<file path="src/rtl/cell_assembler_if.sv">
// -----------------------------------------------------------------------------
// cell_assembler_if
// Purpose : bundles the pixel-beat input stream, the assembled-cell output
//           stream, the flush control and the beat index of cell_assembler.
// Ports   : flush_i     - synchronous abort of the partial cell
//           pxl_i       - one beat (CELL_ROW_PNUM pixels, pixel 0 in MSBs)
//           pxl_vld_i   - pxl_i valid
//           pxl_rdy_o   - beat accepted when pxl_vld_i & pxl_rdy_o
//           cell_o      - assembled cell {ipxl, t, l, r, b}
//           cell_vld_o  - cell_o valid
//           cell_rdy_i  - cell transferred when cell_vld_o & cell_rdy_i
//           beat_idx_o  - index of the next beat to be accepted
// Modports: slave  - the assembler itself
//           master - the environment feeding beats and draining cells
// -----------------------------------------------------------------------------
interface cell_assembler_if #(
   parameter int CELL_WIDTH    = 768,
   parameter int PIXEL_WIDTH   = 8,
   parameter int CELL_ROW_PNUM = 8
) ();
   localparam int BEAT_W = CELL_ROW_PNUM * PIXEL_WIDTH;

   logic                  flush_i;
   logic [BEAT_W-1:0]     pxl_i;
   logic                  pxl_vld_i;
   logic                  pxl_rdy_o;
   logic [CELL_WIDTH-1:0] cell_o;
   logic                  cell_vld_o;
   logic                  cell_rdy_i;
   logic [3:0]            beat_idx_o;

   modport slave (
      input  flush_i, pxl_i, pxl_vld_i, cell_rdy_i,
      output pxl_rdy_o, cell_o, cell_vld_o, beat_idx_o
   );

   modport master (
      output flush_i, pxl_i, pxl_vld_i, cell_rdy_i,
      input  pxl_rdy_o, cell_o, cell_vld_o, beat_idx_o
   );
endinterface

</file>
<file path="src/rtl/cell_assembler.sv">
// -----------------------------------------------------------------------------
// cell_assembler
// Purpose : collects NBEAT beats of CELL_ROW_PNUM pixels (inner rows 0..7,
//           then top, left, right, bottom borders) into one CELL_WIDTH cell
//           and hands it to the masking stage through a one-deep output
//           register with valid/ready handshake.
// Ports   : clk_i - clock, all state on rising edge
//           rst_i - asynchronous active-high reset
//           bus   - cell_assembler_if.slave (beat input, cell output, flush,
//                   beat index)
// -----------------------------------------------------------------------------
module cell_assembler #(
   parameter int CELL_WIDTH    = 768,
   parameter int PIXEL_WIDTH   = 8,
   parameter int CELL_ROW_PNUM = 8,
   parameter int CELL_COL_PNUM = 8
) (
   input  logic           clk_i,
   input  logic           rst_i,
   cell_assembler_if.slave bus
);
   localparam int         BEAT_W   = CELL_ROW_PNUM * PIXEL_WIDTH;
   localparam int         NBEAT    = CELL_WIDTH / BEAT_W;
   localparam logic [3:0] LAST_IDX = 4'(NBEAT - 1);

   // Cells are square and must split into whole beats.
   if ((CELL_COL_PNUM != CELL_ROW_PNUM) || ((CELL_WIDTH % BEAT_W) != 0)) begin : g_bad_cfg
      $error("cell_assembler: unsupported geometry");
   end

   logic [3:0]            cnt_r;
   logic [CELL_WIDTH-1:0] asm_r;
   logic [CELL_WIDTH-1:0] cell_r;
   logic                  cell_vld_r;

   logic                  is_last_s;
   logic                  pxl_rdy_s;
   logic                  accept_s;
   logic                  load_s;
   logic [CELL_WIDTH-1:0] asm_next_s;

   // Input ready: only the final beat waits for room in the output register;
   // it may complete in the same cycle the pending cell drains.
   always_comb begin
      is_last_s = (cnt_r == LAST_IDX);
      if (bus.flush_i) begin
         pxl_rdy_s = 1'b0;
      end else if (is_last_s) begin
         pxl_rdy_s = ~cell_vld_r | bus.cell_rdy_i;
      end else begin
         pxl_rdy_s = 1'b1;
      end
      accept_s = bus.pxl_vld_i & pxl_rdy_s;
      load_s   = accept_s & is_last_s;
   end

   // Assembly image with the current beat dropped into its slot; beat k
   // occupies the k-th BEAT_W field counted from the MSB end.
   always_comb begin
      asm_next_s = asm_r;
      for (int k = 0; k < NBEAT; k++) begin
         asm_next_s[CELL_WIDTH-1-k*BEAT_W -: BEAT_W] =
            (cnt_r == 4'(k)) ? bus.pxl_i : asm_r[CELL_WIDTH-1-k*BEAT_W -: BEAT_W];
      end
   end

   // Beat counter and assembly register; flush wins over a same-cycle beat.
   always_ff @(posedge clk_i or posedge rst_i) begin
      if (rst_i) begin
         cnt_r <= 4'd0;
         asm_r <= '0;
      end else if (bus.flush_i) begin
         cnt_r <= 4'd0;
         asm_r <= '0;
      end else if (accept_s) begin
         asm_r <= asm_next_s;
         cnt_r <= is_last_s ? 4'd0 : cnt_r + 4'd1;
      end else begin
         cnt_r <= cnt_r;
         asm_r <= asm_r;
      end
   end

   // Output register: a new cell reloads it (even while the old one drains),
   // otherwise valid drops on handshake and data holds.
   always_ff @(posedge clk_i or posedge rst_i) begin
      if (rst_i) begin
         cell_r     <= '0;
         cell_vld_r <= 1'b0;
      end else if (load_s) begin
         cell_r     <= asm_next_s;
         cell_vld_r <= 1'b1;
      end else if (bus.cell_rdy_i) begin
         cell_r     <= cell_r;
         cell_vld_r <= 1'b0;
      end else begin
         cell_r     <= cell_r;
         cell_vld_r <= cell_vld_r;
      end
   end

   assign bus.pxl_rdy_o  = pxl_rdy_s;
   assign bus.cell_o     = cell_r;
   assign bus.cell_vld_o = cell_vld_r;
   assign bus.beat_idx_o = cnt_r;
endmodule

</file>
<file path="src/flat_wrapper.sv">
// flat-port wrapper written by rule: the top's interface ports become plain ports
module cell_assembler_flat 
#(
   parameter int CELL_WIDTH    = 768,
   parameter int PIXEL_WIDTH   = 8,
   parameter int CELL_ROW_PNUM = 8,
   parameter int CELL_COL_PNUM = 8
)
  (clk_i, rst_i, bus_flush_i, bus_pxl_i, bus_pxl_vld_i, bus_cell_rdy_i, bus_pxl_rdy_o, bus_cell_o, bus_cell_vld_o, bus_beat_idx_o);
  cell_assembler_if #(.CELL_WIDTH(CELL_WIDTH), .PIXEL_WIDTH(PIXEL_WIDTH), .CELL_ROW_PNUM(CELL_ROW_PNUM)) bus_i ();
  input  logic clk_i;
  input  logic rst_i;
  input wire logic [$bits(bus_i.flush_i)-1:0] bus_flush_i;
  input wire logic [$bits(bus_i.pxl_i)-1:0] bus_pxl_i;
  input wire logic [$bits(bus_i.pxl_vld_i)-1:0] bus_pxl_vld_i;
  input wire logic [$bits(bus_i.cell_rdy_i)-1:0] bus_cell_rdy_i;
  output wire logic [$bits(bus_i.pxl_rdy_o)-1:0] bus_pxl_rdy_o;
  output wire logic [$bits(bus_i.cell_o)-1:0] bus_cell_o;
  output wire logic [$bits(bus_i.cell_vld_o)-1:0] bus_cell_vld_o;
  output wire logic [$bits(bus_i.beat_idx_o)-1:0] bus_beat_idx_o;
  assign bus_i.flush_i = bus_flush_i;
  assign bus_i.pxl_i = bus_pxl_i;
  assign bus_i.pxl_vld_i = bus_pxl_vld_i;
  assign bus_i.cell_rdy_i = bus_cell_rdy_i;
  assign bus_pxl_rdy_o = bus_i.pxl_rdy_o;
  assign bus_cell_o = bus_i.cell_o;
  assign bus_cell_vld_o = bus_i.cell_vld_o;
  assign bus_beat_idx_o = bus_i.beat_idx_o;
  cell_assembler #(.CELL_WIDTH(CELL_WIDTH), .PIXEL_WIDTH(PIXEL_WIDTH), .CELL_ROW_PNUM(CELL_ROW_PNUM), .CELL_COL_PNUM(CELL_COL_PNUM)) u_core (.clk_i(clk_i), .rst_i(rst_i), .bus(bus_i));
endmodule
</file>
<file path="config.mk">
export PLATFORM = sky130hd
export DESIGN_NAME = cell_assembler_flat
export DESIGN_NICKNAME = d
export VERILOG_FILES = /design/src/rtl/cell_assembler_if.sv /design/src/rtl/cell_assembler.sv /design/src/flat_wrapper.sv
export SDC_FILE = /design/constraint.sdc
export NUM_CORES = 2
export LEC_CHECK = 0
export ABC_AREA = 1
export BUFFER_PORTS_ARGS = -buffer_cell sky130_fd_sc_hd__buf_2
export CORE_ASPECT_RATIO = 1.75
export CORE_UTILIZATION = 45
export DETAILED_ROUTE_END_ITERATION = 12
export PLACE_DENSITY = 0.62
export SYNTH_ARGS = -nofsm -noshare
export SYNTH_HDL_FRONTEND = slang
export SYNTH_SLANG_ARGS = --single-unit
</file>
<file path="constraint.sdc">
create_clock -name clk_i -period 158.9 [get_ports clk_i]
set_clock_uncertainty 0.05 [all_clocks]
set_input_delay 47.67 -clock clk_i [delete_from_list [all_inputs] [get_ports clk_i]]
set_output_delay 47.67 -clock clk_i [all_outputs]
set_load 0.02 [all_outputs]
</file>
Word level (Yosys, flattened, before mapping)
Index checks and enable logic that the tools add are counted.
{"block": "op_classes", "n_addsub": 1, "n_eq_ne": 11, "muxes": 21, "bitwise_logic": 4, "reduce_logical": 3}
{"op": "768-bit two-way mux", "count": 2}
{"op": "64-bit two-way mux", "count": 12}
{"op": "4-bit by 3-bit == test with 1-bit output (second input constant)", "count": 4}
{"op": "4-bit == test (second input constant)", "count": 4}
{"op": "4-bit two-way mux", "count": 3}
{"op": "4-bit by 2-bit == test with 1-bit output (second input constant)", "count": 2}
{"op": "4-bit by 1-bit adder with 4-bit output (second input constant)", "count": 1}
{"op": "4-bit by 1-bit == test with 1-bit output (second input constant)", "count": 1}
{"op": "4-bit zero test", "count": 1}
{"op": "1-bit two-way mux", "count": 4}
{"op": "2-bit nonzero test", "count": 2}
{"op": "1-bit bitwise AND", "count": 2}
{"op": "1-bit inverter", "count": 1}
{"op": "1-bit OR", "count": 1}
{"block": "word_totals", "ff_bits": 1541, "input_bits": 69, "out_inout_bits": 774, "elab_cells": 44}

Longest topological paths before layout
{"block": "logic_depth", "depth_word": 7, "ltp_mapped": 10, "mapped_depth_nobuf": 8}

Worst setup path after synthesis
OpenSTA, ideal clock, no wires.
{"block": "synth_path", "kind": "input-to-output", "startpoint": "in bus_cell_rdy_i", "endpoint": "out bus_pxl_rdy_o", "arrival_time_ps": 48414, "required_ps": 111180, "slack_ps": 62766, "cell_stages": 6, "n_path_buf": 2, "cell_sequence": "inv_1 nand2_1 nor2_1 nor2_2 buf_2 buf_2"}
{"block": "synth_between", "elab_chain_cells": 3}
{"item": "start: declaration", "line": "flat_wrapper.sv:16", "text": "input wire logic [$bits(bus_i.cell_rdy_i)-1:0] bus_cell_rdy_i;"}
{"item": "1-bit OR", "line": "cell_assembler.sv:49", "text": "pxl_rdy_s = ~cell_vld_r | bus.cell_rdy_i;"}
{"item": "1-bit two-way mux", "line": "cell_assembler.sv:48", "text": "end else if (is_last_s) begin"}
{"item": "1-bit two-way mux", "line": "cell_assembler.sv:46", "text": "if (bus.flush_i) begin"}
{"item": "end: declaration", "line": "flat_wrapper.sv:17", "text": "output wire logic [$bits(bus_i.pxl_rdy_o)-1:0] bus_pxl_rdy_o;"}
No other way between the ends.

Worst setup path in the final report
Same ends and word-level chain as after synthesis.

==> metrics.md <==
| Metric | Value |
|---|---|
| Uppermost routed layer | met5 |
| Clk_lat worst skew | around 0.8 ns |
| Slew @ Worst Pin | approximately 1.4 ns |
| Fin Setup TNS | 0 ns |
| #FFs+latches synth | ~1500 |
| Final wirelength | 248000 µm |
| Clk slew on worst S/H paths | approximately 0.060 ns |
| Cell count of the worst hold path | 2 |
| Hold-fix buffers, CTS | 0 |
| Synthesized net count | a little over 10000 |
| DRT antenna net count | 0 |
| Clock sink total | between 1500 and 2000 |
| Met1 wire length | about 110000 µm |
| Vias in the first global route | roughly 63000 |
| Total congestion overflow | 0 |
| Seq/Total Area, Yosys | between 50% and 60% |
| Crit path max-delay family | simple AND/OR/NAND/NOR gates |
| Synthesized cell area | 74600 µm² |
| Fmax | 10.4 MHz |
| DR iter-0 viols | between 7000 and 8000 |
| Critical path type | in2out |
| Post-CTS resize count | 0 |
| DP HPWL | ~150000 µm |
| Vias per cell | about 5.4 |
| Synthesis-to-layout area growth | 12.5% |
| # DRC | 0 |
| Largest net degree at the start of global routing | 230 |
| Most used cell, CP | buf_2 |
| Nets | 10400 |
| Critical Path RT | 111.18 ns |
| Port Buffers | around 840 |
| Worst vdd ir | between 0.008 and 0.009 mV |
| Syn Inst Count | approximately 10000 |
| Final worst-path cycle share | 60.7% |
| Final setup viols | 0 |
| Pwr per Cell Area | ~10 nW/µm² |
| Slew Viols, Final | 0 |
| Std cell rows | between 150 and 200 |
| Crit-path cells | buf_2, inv_1, nand2_1, nor2_1, nor2_4, buf_2 |
| Initial antenna violation count | 3 |
| Die Y-Extent | between 500 and 600 µm |
| RR Endpoint | u_core.asm_r[410] |
| Reg2reg path depth | 10 |
| Syn Area/Cell | 7.34 µm² |
| Worst hold path type | reg2reg |
| Yosys synthesis warning count | 0 |
| Num CTS Buffers | ~160 |
| H-tree levels | 4 |
| Critical-path top delay cell | nor2_4 |
| Flop2flop setup slack | roughly 150 ns |
| GP Congestion | approximately 0.83 |
| TritonRoute pass-1 iters | 6 |
| Worst Setup End Kind | primary output |
| Vias | 68800 |
| Met3 WL | about 24000 µm |
| Final Power | 0.000838 W |
| Clock Tree Root | clkbuf_16 |
| Critical Path Source Type | input pin |
| Worst Path Buf+Inv | 3 |
| Initial Util | 45.3% |
| Die area | between 150000 and 200000 µm² |
| RSZ-0062 raised after global routing | no |
| # IOs | between 800 and 900 |
| CP max stage delay | between 0.3 and 0.4 ns |
| Clock Path Buffers | 4 |
| Worst hold start | u_core.bus.cell_o[749] |
| Postcts setup bufs | 0 |
| Hold Path Sink | u_core.bus.cell_o[749] |
| Leakage | 46.9 nW |
| Routed len/inst | between 15 and 20 µm |
| Status | complete, no violations |
| Ratio of cells with drive above 1 in the final layout | 11.5% |
| Slew headroom | approximately 3.4% |
| CTS tree | yes |
| First-pass GRT wire length | roughly 380000 µm |
| Final Hold Fails | 0 |
| Max-cap violations | 0 |
| Period minus WS final | a little under 100 ns |
| GRT Resource Usage Total | 29.1% |
| Peak fanout along the critical path | 8 |
| Die Wd | approximately 310 µm |
| Met2 Routed Length | ~110000 µm |
| CORE AREA | roughly 160000 µm² |
| Yosys cell types | 19 |
| Worst Path Arrival | 48.65 ns |
| Reg-to-Reg Start | u_core.bus.beat_idx_o[0] |
## cell families after synthesis
logic type	after synthesis	synth area share [%]
compound gates	1065	7.15
simple gates	5851	32.5
buf+inv	1726	9.40
flops	1517	50.9
fa+ha+maj	4	0.0671
## cells in the final DEF, fill, tap and decap left out
cell type	synthesis	layout
buf_2	383	841
buf_12	0	12
clkbuf_16	0	162
nand2_2	0	4
clkinv_2	0	21
diode_2	0	7
clkbuf_1	440	27
nor2_2	3	1
nand2_1	3488	3481
clkbuf_8	0	41
o21ai_0	342	342
inv_6	0	1
inv_8	0	2
nand4_4	0	1
nand3_1	1757	1753
clkinvlp_4	0	4
buf_4	12	76
buf_8	0	1
dfrtp_1	1517	1517
nand4_1	1	1
bufinv_16	0	12
nor2_4	0	5
o21ai_1	723	723
clkinv_4	0	4
clkinv_8	0	1
nand3_4	1	6
inv_2	4	3
inv_1	816	815
nand2_4	0	3
ha_4	0	4
nor2_1	599	596
## cells in the mapped netlist
cell type  count  area (µm²)
buf_2        383        1920
nand2_1     3488       13100
nand3_1     1757        8790
clkbuf_1     440        1650
buf_6          1        11.3
nand3_4        1        17.5
ha_1           4        50.1
o21ai_0      342        1710
nor2_2         3        18.8
buf_1         70         263
nor2_1       599        2250
inv_2          4        15.0
buf_4         12        90.1
nand3_2        1        10.0
dfrtp_1     1517       38000
o21ai_1      723        3620
nand4_1        1        6.26
nand4_2        1        12.5
inv_1        816        3060
## through the flow
stage	worst slack [ns]	hold slack (ns)	util [%]	area (µm²)	std cells
CTS	62.55	0.435	50.9	83900	12600
global placement	62.55	0.415	47.7	78600	12400
global route	62.49	0.458	50.9	83900	12700
finish	62.53	0.430	50.9	83900	12700
floorplan	62.77	0.419	-	74600	10200
detailed placement	62.56	0.419	47.7	78600	12400
## sequential cells by signal, indices dropped and copies added (netlist names)
register / cells
u_core.bus.cell_o: 768
u_core.bus.cell_vld_o: 1
u_core.bus.beat_idx_o: 4
u_core.asm_r: 744
## worst max-delay path by stage
stage / cells past startpoint / start / end
5_1_grt: 6 / bus_cell_rdy_i / bus_pxl_rdy_o
4_1_cts: 6 / bus_cell_rdy_i / bus_pxl_rdy_o
2_1_floorplan: 6 / bus_cell_rdy_i / bus_pxl_rdy_o
6_report: 6 / bus_cell_rdy_i / bus_pxl_rdy_o
3_3_place_gp: 6 / bus_cell_rdy_i / bus_pxl_rdy_o
3_5_place_dp: 6 / bus_cell_rdy_i / bus_pxl_rdy_o
## area by class of cell
| cell class | instances | area (µm²) |
|---|---|---|
| Tap cell | 2189 | 2740 |
| Clock buffer | 230 | 4720 |
| Fill cell | 16100 | 80800 |
| Inverter | 820 | 3090 |
| Timing Repair Buffer | 930 | 5030 |
| Clock inverter | 43 | 556 |
| Sequential cell | 1517 | 38000 |
| Antenna cell | 7 | 17.5 |
| Multi-Input combinational cell | 6920 | 29800 |
## worst reg2reg max path: cells and delay by family (launching register included)
| kind | cells | cell delay [ns] |
|---|---|---|
| simple gates | 5 | 1.61 |
| flops | 1 | 0.49 |
| buf+inv | 4 | 3.19 |
| fa+ha+maj | 1 | 0.40 |
## power by group
group,switching [W],total [W],internal (W)
registers,0.00000229,0.000392,0.000390
logic,0.0000495,0.0000594,0.00000991
clock network,0.000161,0.000387,0.000225
total,0.000213,0.000838,0.000625
## layer usage
| layer | global-route usage (%) | up-vias |
|---|---|---|
| met3 | 6.90 | 401 |
| met1 | 42.2 | 33200 |
| met5 | 0 | - |
| met4 | 9.72 | 2 |
| met2 | 42.6 | 2825 |
| li1 | - | 32400 |
(Power assumes the default switching activity.)
